--- src/rtl/change_dispenser_pkg.sv ---
// Shared types and defaults for the change dispenser: report status codes,
// controller states and the default coin denominations.
package change_pkg;

  typedef enum logic [1:0] {
    OK       = 2'd0,
    EXACT    = 2'd1,
    COUGH_UP = 2'd2,
    SHORT    = 2'd3
  } status_t;

  typedef enum logic [1:0] {
    IDLE     = 2'd0,
    PICK     = 2'd1,
    DISPENSE = 2'd2,
    REPORT   = 2'd3
  } state_t;

  localparam int DEFAULT_NDENOM = 3;
  localparam int DEFAULT_DENOM_VAL [DEFAULT_NDENOM] = '{5, 3, 1};

  // Index width that stays legal even for a single denomination.
  function automatic int idx_width(input int n);
    return (n > 1) ? $clog2(n) : 1;
  endfunction

endpackage

--- src/rtl/change_dispenser_coin_select.sv ---
// Greedy coin choice: lowest-index (largest) denomination that fits in the
// outstanding amount and still has stock.
module coin_select
  import change_pkg::*;
#(
  parameter int W      = 8,
  parameter int NDENOM = 3,
  parameter int CNTW   = 4,
  parameter int IDXW   = idx_width(NDENOM),
  parameter logic [W-1:0] DENOM_VAL [NDENOM] = '{W'(DEFAULT_DENOM_VAL[0]),
                                                 W'(DEFAULT_DENOM_VAL[1]),
                                                 W'(DEFAULT_DENOM_VAL[2])}
) (
  input  logic [W-1:0]           rem,
  input  logic [NDENOM*CNTW-1:0] counts,
  output logic                   found,
  output logic [IDXW-1:0]        idx
);

  logic [NDENOM-1:0] eligible;

  genvar gi;
  generate
    for (gi = 0; gi < NDENOM; gi++) begin : g_elig
      assign eligible[gi] = (DENOM_VAL[gi] <= rem) &&
                            (counts[gi*CNTW +: CNTW] != '0);
    end
  endgenerate

  // Scan from the smallest coin upward so the largest eligible one wins.
  always_comb begin
    found = 1'b0;
    idx   = '0;
    for (int i = NDENOM - 1; i >= 0; i--) begin
      if (eligible[i]) begin
        found = 1'b1;
        idx   = IDXW'(i);
      end
    end
  end

endmodule

--- src/rtl/change_dispenser.sv ---
// Change dispenser: accepts cost/paid requests, hands out coins one at a time
// from a refillable per-denomination inventory, then reports the outcome.
module change_dispenser
  import change_pkg::*;
#(
  parameter int W          = 8,
  parameter int NDENOM     = 3,
  parameter logic [W-1:0] DENOM_VAL [NDENOM] = '{W'(DEFAULT_DENOM_VAL[0]),
                                                 W'(DEFAULT_DENOM_VAL[1]),
                                                 W'(DEFAULT_DENOM_VAL[2])},
  parameter int CNTW       = 4,
  parameter int INIT_COUNT = 3,
  parameter int MAX_COINS  = 15,
  localparam int IDXW      = idx_width(NDENOM)
) (
  input  logic                   clock,
  input  logic                   reset_L,
  input  logic                   req_valid,
  output logic                   req_ready,
  input  logic [W-1:0]           cost,
  input  logic [W-1:0]           paid,
  output logic                   coin_valid,
  input  logic                   coin_ready,
  output logic [IDXW-1:0]        coin_idx,
  output logic [W-1:0]           coin_value,
  output logic                   done_valid,
  output logic [1:0]             status,
  output logic [W-1:0]           remaining,
  input  logic                   refill_valid,
  input  logic [IDXW-1:0]        refill_idx,
  input  logic [CNTW-1:0]        refill_count,
  output logic [NDENOM*CNTW-1:0] inventory
);

  localparam int CCW = $clog2(MAX_COINS + 1);
  localparam logic [CNTW-1:0] CNT_MAX  = '1;
  localparam logic [CNTW-1:0] CNT_INIT = CNTW'(INIT_COUNT);

  state_t          state_q, state_d;
  status_t         status_q, status_d;
  logic [W-1:0]    rem_q, rem_d;
  logic [W-1:0]    remaining_q, remaining_d;
  logic [CCW-1:0]  coin_cnt_q, coin_cnt_d;
  logic [IDXW-1:0] coin_idx_q, coin_idx_d;
  logic [W-1:0]    coin_value_q, coin_value_d;
  logic [CNTW-1:0] count_q [NDENOM];
  logic [CNTW-1:0] count_d [NDENOM];

  logic            sel_found;
  logic [IDXW-1:0] sel_idx;
  logic            coin_fire;
  logic [W-1:0]    rem_after;
  logic [CCW-1:0]  cnt_after;

  assign coin_fire = (state_q == DISPENSE) && coin_ready;
  assign rem_after = rem_q - coin_value_q;
  assign cnt_after = coin_cnt_q + CCW'(1);

  // Inventory counters: refill and dispense may hit the same slot together.
  genvar gi;
  generate
    for (gi = 0; gi < NDENOM; gi++) begin : g_cnt
      logic          take;
      logic          add;
      logic [CNTW:0] sum;

      assign take = coin_fire && (coin_idx_q == IDXW'(gi));
      assign add  = refill_valid && (refill_idx == IDXW'(gi));

      always_comb begin
        sum = {1'b0, count_q[gi]}
            + (add ? {1'b0, refill_count} : {(CNTW+1){1'b0}})
            - {{CNTW{1'b0}}, take};
        count_d[gi] = sum[CNTW] ? CNT_MAX : sum[CNTW-1:0];
      end

      always_ff @(posedge clock or negedge reset_L) begin
        if (!reset_L) begin
          count_q[gi] <= CNT_INIT;
        end else begin
          count_q[gi] <= count_d[gi];
        end
      end

      assign inventory[gi*CNTW +: CNTW] = count_q[gi];
    end
  endgenerate

  coin_select #(
    .W         (W),
    .NDENOM    (NDENOM),
    .CNTW      (CNTW),
    .IDXW      (IDXW),
    .DENOM_VAL (DENOM_VAL)
  ) u_coin_select (
    .rem    (rem_q),
    .counts (inventory),
    .found  (sel_found),
    .idx    (sel_idx)
  );

  always_ff @(posedge clock or negedge reset_L) begin
    if (!reset_L) begin
      state_q      <= IDLE;
      status_q     <= OK;
      rem_q        <= '0;
      remaining_q  <= '0;
      coin_cnt_q   <= '0;
      coin_idx_q   <= '0;
      coin_value_q <= '0;
    end else begin
      state_q      <= state_d;
      status_q     <= status_d;
      rem_q        <= rem_d;
      remaining_q  <= remaining_d;
      coin_cnt_q   <= coin_cnt_d;
      coin_idx_q   <= coin_idx_d;
      coin_value_q <= coin_value_d;
    end
  end

  always_comb begin
    state_d      = state_q;
    status_d     = status_q;
    rem_d        = rem_q;
    remaining_d  = remaining_q;
    coin_cnt_d   = coin_cnt_q;
    coin_idx_d   = coin_idx_q;
    coin_value_d = coin_value_q;

    unique case (state_q)
      IDLE: begin
        if (req_valid) begin
          coin_cnt_d = '0;
          if (paid < cost) begin
            state_d     = REPORT;
            status_d    = COUGH_UP;
            remaining_d = cost - paid;
          end else if (paid == cost) begin
            state_d     = REPORT;
            status_d    = (paid != '0) ? EXACT : OK;
            remaining_d = '0;
          end else begin
            rem_d   = paid - cost;
            state_d = PICK;
          end
        end
      end

      PICK: begin
        if (sel_found) begin
          coin_idx_d   = sel_idx;
          coin_value_d = DENOM_VAL[sel_idx];
          state_d      = DISPENSE;
        end else begin
          state_d     = REPORT;
          status_d    = (rem_q == '0) ? OK : SHORT;
          remaining_d = rem_q;
        end
      end

      DISPENSE: begin
        if (coin_ready) begin
          rem_d      = rem_after;
          coin_cnt_d = cnt_after;
          // Coin budget exhausted with value still owed: give up here.
          if ((cnt_after == CCW'(MAX_COINS)) && (rem_after != '0)) begin
            state_d     = REPORT;
            status_d    = SHORT;
            remaining_d = rem_after;
          end else begin
            state_d = PICK;
          end
        end
      end

      REPORT: begin
        state_d = IDLE;
      end

      default: begin
        state_d = IDLE;
      end
    endcase
  end

  assign req_ready  = (state_q == IDLE);
  assign coin_valid = (state_q == DISPENSE);
  assign done_valid = (state_q == REPORT);
  assign coin_idx   = coin_idx_q;
  assign coin_value = coin_value_q;
  assign status     = status_q;
  assign remaining  = remaining_q;

endmodule

--- config.mk ---
export PLATFORM = sky130hd
export DESIGN_NAME = change_dispenser
export DESIGN_NICKNAME = d
export VERILOG_FILES = /design/src/rtl/change_dispenser_pkg.sv /design/src/rtl/change_dispenser_coin_select.sv /design/src/rtl/change_dispenser.sv
export SDC_FILE = /design/constraint.sdc
export NUM_CORES = 1
export LEC_CHECK = 0
export ABC_AREA = 1
export ABC_CLOCK_PERIOD_IN_PS = 4800
export BUFFER_PORTS_ARGS = -buffer_cell sky130_fd_sc_hd__buf_2
export CORE_ASPECT_RATIO = 1.1
export CORE_MARGIN = 3
export CORE_UTILIZATION = 50
export DETAILED_ROUTE_END_ITERATION = 8
export PLACE_DENSITY_LB_ADDON = 0.2
export SLEW_MARGIN = 20
export SYNTH_ARGS = -nofsm -noshare
export SYNTH_HDL_FRONTEND = slang
export SYNTH_SLANG_ARGS = --single-unit
--- constraint.sdc ---
create_clock -name clock -period 4.8 [get_ports clock]
set_clock_uncertainty 0.1 [all_clocks]
set_input_delay 0.24 -clock clock [delete_from_list [all_inputs] [get_ports clock]]
set_output_delay 0.24 -clock clock [all_outputs]
set_load 0.05 [all_outputs]
# ---- After elaboration in Yosys (flattened, before gate mapping)
# Index checks and enable logic that the tools add are counted.
dict set report word_totals {
  reg_bits 46
  latch_bits 0
  ram_bits 0
  romBits 0
  output_inout_bits 35
  elab_cells 115
  memories 0
}
dict set report classes {
  addsub 10
  n_mul 0
  div 0
  order_cmp 5
  eq_ne 16
  n_shift 0
  mux 46
  n_bitwise 1
  reduce_logical 27
}
# operator n
set op_table {}
lappend op_table {{2-to-1 mux 8 bit} 12}
lappend op_table {{2-to-1 mux 4 bit} 8}
lappend op_table {{2-to-1 mux 2 bit} 15}
lappend op_table {{case mux 8 bit (3 select lines)} 1}
lappend op_table {{subtractor 8 bit} 3}
lappend op_table {{binary-select mux 8 bit (select 2 bit)} 1}
lappend op_table {{case mux 8 bit (2 select lines)} 1}
lappend op_table {{nonzero test 8 bit} 2}
lappend op_table {{adder 4 x 4 -> 5 bit} 3}
lappend op_table {{subtractor 5 x 1 -> 5 bit} 3}
lappend op_table {{nonzero test 4 bit} 3}
lappend op_table {{logical AND 1 bit} 11}
lappend op_table {{== test 2 bit, second input constant} 4}
lappend op_table {{== test 8 bit} 1}
lappend op_table {{less-or-equal comparator 1 x 8 -> 1 bit, first input constant} 1}
lappend op_table {{less-or-equal comparator 2 x 8 -> 1 bit, first input constant} 1}
lappend op_table {{less-or-equal comparator 3 x 8 -> 1 bit, first input constant} 1}
lappend op_table {{zero test 8 bit} 1}
lappend op_table {{less-than comparator 8 bit} 1}
lappend op_table {{inequality test 2 bit, second input constant} 4}
lappend op_table {{case mux 2 bit (4 select lines)} 1}
lappend op_table {{case mux 4 bit (2 select lines)} 1}
lappend op_table {{== test 2 x 1 -> 1 bit, second input constant} 3}
lappend op_table {{zero test 2 bit} 3}
lappend op_table {{14 further kinds} 20}

# ---- Logic depth before layout (Yosys ltp)
dict set report logic_depth {
  ltp_word 9
  mapped_depth 17
  depth_no_buf 17
}

# ---- By module
# From an unflattened synthesis, not the netlist that was laid out.
dict set report unflattened {
  hier_cells 576
  hier_area_um2 4052.6
}
# module n_inst cells_each area_each_um2 seq_area_each_um2
set by_module_without_submodules {}
lappend by_module_without_submodules {change_dispenser 1 527 3833.7 1033.5}
lappend by_module_without_submodules {coin_select 1 49 219.0 0.0}

# ---- Worst setup path before layout
# No wires, ideal clock.
dict set report synth_timing {
  kind {register to register}
  from {reg state_q[0]}
  to {reg count_q, in the netlist inventory[2]}
  setup_time_ns 0.139
  arrival_ns 2.814
  required_ns 4.561
  slack_ns 1.747
  path_stages_with_launch 15
  n_path_buf 0
  synth_period_minus_slack_ns 3.053
  cell_sequence {dfrtp_1 inv_1 ha_1 nand2_1 nor3_1 ha_1 inv_1 ha_1 inv_1 fa_1 nor2_1 o21ai_0 nand2_1 xnor2_1 o21ai_0}
}
# item line
set synth_rtl {}
lappend synth_rtl {{start, declared} change_dispenser.sv:39} ;# state_t state_q, state_d;
lappend synth_rtl {{start signal, assigned} change_dispenser.sv:112} ;# state_q <= state_d;
lappend synth_rtl {{end signal, assigned by index} change_dispenser.sv:81} ;# count_q[gi] <= count_d[gi];
lappend synth_rtl {{end, declared} change_dispenser.sv:46} ;# logic [CNTW-1:0] count_q [NDENOM];

==> impl_metrics.csv <==
group,metric,value,unit
status,outcome,"finished with violations",
status,violations,"negative hold slack",
critical_path,reg2reg_slack,1510,ps
clocking,cts-root-buf,"clkbuf_8",
drt,drc,0,
clocking,post_cts_buffers,0,
global_routing,grt_pass1_vias,3599,
critical_path,critPathKind,"register to register",
global_routing,grt_usage,21.40,%
yosys,synthTopCellsByArea,"dfrtp_1 (22%), ha_1 (16%), nand2_1 (14%), inv_1 (9.7%), nand3_1 (5.8%)",
power_and_ir_drop,peakVddDrop,0.0001735,V
clocking,clockBufferDepth,2,
timing,maxSlewViolCount,0,
critical_path,required,4870,ps
drt,antenna_left,0,
critical_path,worstSetupPathDepth,14,
global_routing,grt_pass1_wl,15040,µm
critical_path,arrival,3360,ps
yosys,yosysTopAreaCellShare,22.24,%
timing,max_freq,303.8,MHz
yosys,synth_edf_count,0,
timing,hold_violations,34,
timing,setup_tns,0,ps
power_and_ir_drop,p_per_area,631.4,nW/µm²
timing,hold_ws,-43.37,ps
clocking,numCtsBuffers,5,
global_routing,grt_max_degree,41,
critical_path,path_buf_inv,3,
power_and_ir_drop,power.leakage,2.390,nW
drt,wl_per_cell,12.77,µm
job,maxCapViolCount,0,
critical_path,slowest_delay,520,ps
clocking,h-tree-depth,2,
global_routing,antenna_found_initial,0,
placement,gp_congestion,0.9605,
drt,drt_pass1_iterations,4,
floorplan,die-area,8739,µm²
clocking,clock_sinks,40,
timing,setup_viol,0,
floorplan,io_pins,62,
timing,rsz0062_at_grt,"no",
clocking,ctsResizeCount,0,
yosys,ys.flop_type,"dfrtp_1",
critical_path,cp_top_family,"adder cells",
yosys,async_flop_share,100.0,%
drt,drtIter0Drc,148,
critical_path,r2r-end,"inventory[6]",
critical_path,cp-end-kind,"register",
yosys,netlist_instances,549,
critical_path,reg2reg_depth,14,
drt,routed_wl,8759,µm
floorplan,coreArea,7207,µm²
clocking,worstSkewPairLatency,300,ps
clocking,clkTransAtPathRegs,90,ps
floorplan,initial_core_util,53.09,%
min_path,hp-class,"primary input to async pin",
placement,portBuffers,56,
drt,via_count,3512,
yosys,syn_avg_cell_area,6.969,µm²
final_layout,finalNonFillerCells,686,
yosys,ys_ff_latch,40,
critical_path,crit_chain,"inv_1, ha_1, nand2_1, nor3_1, ha_1, inv_1, ha_1, inv_1, fa_1, nor2_1, o21ai_0, nand2_1, xnor2_1, o21ai_0",
timing,period_share,68.58,%
yosys,yosys.cell_types.count,40,
floorplan,dieHeight,97.75,µm
final_layout,layout.nets,682,
critical_path,crit_path_top_delay_cell,"ha_1",
floorplan,rows,32,
final_layout,antenna_cells,0,
yosys,ys_warn_count,0,
global_routing,overflow,0,
final_layout,nFillCells,710,
timing,layout_min_cycle_time,3292,ps
drt,viasPerCell,5.120,
critical_path,rr_startpoint,"state_q[0]",
yosys,synth.largest_area_cell,"dfrtp_1",
final_layout,drive_gt1_share,14.64,%
final_layout,synthToLayoutAreaGrowth,10.37,%
clocking,cts_hold_buf,0,
clocking,cts_tree,"built",
yosys,synth_area,3826,µm²
floorplan,fp.dieW,89.41,µm
yosys,ys_seq_area_share,26.36,%
yosys,yosysMostFrequentCell,"nand2_1",
critical_path,worst-path-max-fanout,16,
yosys,yosys-top-cells-count,"nand2_1 (144), inv_1 (99), ha_1 (49), nand3_1 (44), o21ai_0 (35)",
timing,worst_pin_slew,911.0,ps
placement,place_inst,678,
critical_path,critPathLaunchType,"register",
timing,slew_headroom,39.26,%
placement,dp_hpwl,7291,µm
## layout make-up
type,count,area [µm²],area share [%]
flip-flops and latches,40,1008,23.88
inverters,102,382.9,9.067
clock buffers,5,68.82,1.630
repair buffers,56,280.3,6.637
clock inverters,3,42.54,1.007
well taps,85,106.4,2.519
multi-input cells,395,2333,55.26
## layout by cell type (no fill, tap or decap), drive strengths merged
cell type	netlist	layout
clkinvlp	0	1
clkbuf	1	5
nor3b	1	1
ha	49	49
o22ai	1	1
and2	2	2
nor3	5	5
buf	15	56
a21o	1	1
nor2	38	38
dfrtp	34	34
a21oi	22	22
o21a	1	1
a31oi	3	3
dfstp	6	6
xnor2	7	7
conb	1	5
bufinv	0	1
nand3b	4	4
clkinv	0	1
or2	2	2
nand3	46	46
o21ai	45	45
fa	6	6
nand2	147	147
a21boi	1	1
nor4	2	2
xor2	4	4
nand4	3	3
inv	102	102
## state kept, by name, summed over array words and instances, names as in the netlist
signal,count
inventory,12
coin_idx,2
status,2
remaining,8
state_q,2
rem_q,8
coin_cnt_q,4
coin_value,2
## worst register-to-register path: cells and delay by family (launching register included)
kind | cells | cell delay, ps
AOI/OAI and AO/OA | 2 | 240
xor gates and xnor gates | 1 | 190
adders and majority gates | 4 | 1320
buffers and inverters | 3 | 230
DFF | 1 | 440
and+or+nand+nor | 4 | 630
## metrics by stage
step / worst slack (ps) / utilization (%) / power, mW / area, µm²
5_1_grt: 1168 / 58.59 / 2.949 / 4223
2_1_floorplan: 1747 / - / 2.018 / 3841
6_report: 1508 / 58.59 / 2.666 / 4223
3_5_place_dp: 1551 / 57.05 / 2.390 / 4111
3_3_place_gp: 1717 / 57.05 / 2.350 / 4111
4_1_cts: 1518 / 58.59 / 2.677 / 4223
## report_power, final
part	internal [mW]	switching [mW]	total, mW	leakage [nW]
registers	0.477	0.106	0.583	0.480
logic	0.552	1.25	1.80	1.86
clock network	0.154	0.127	0.281	0.0541
## cell families after synthesis
kind of cell / synth area share (%)
adder cells (fa/ha/maj): 19.16
XOR/XNOR: 2.518
AO/OA/AOI/OAI: 10.40
AND/OR/NAND/NOR: 28.42
other: 0.09801
buffers and inverters: 13.05
flip-flops: 26.36
## worst max-delay path by stage
stage | endpoint | start | slack [ps]
final | inventory[6] | state_q[0] | 1510
after global routing | inventory[10] | state_q[0] | 1170
after CTS | inventory[2] | state_q[0] | 1520
after detailed placement | inventory[2] | state_q[0] | 1550
after global placement | inventory[2] | state_q[0] | 1720
after floorplan | inventory[2] | state_q[0] | 1750
## layer usage
metal	up-vias	global-route usage, %	share of wire (%)	wire length (µm)
li1	1822	-	-	-
met1	1586	24.95	43	3754
met2	77	38.00	51	4444
met3	27	2.785	3.7	321
met4	0	9.507	2.7	239
met5	-	0	0	0
Power figures use the tool's default switching activity.
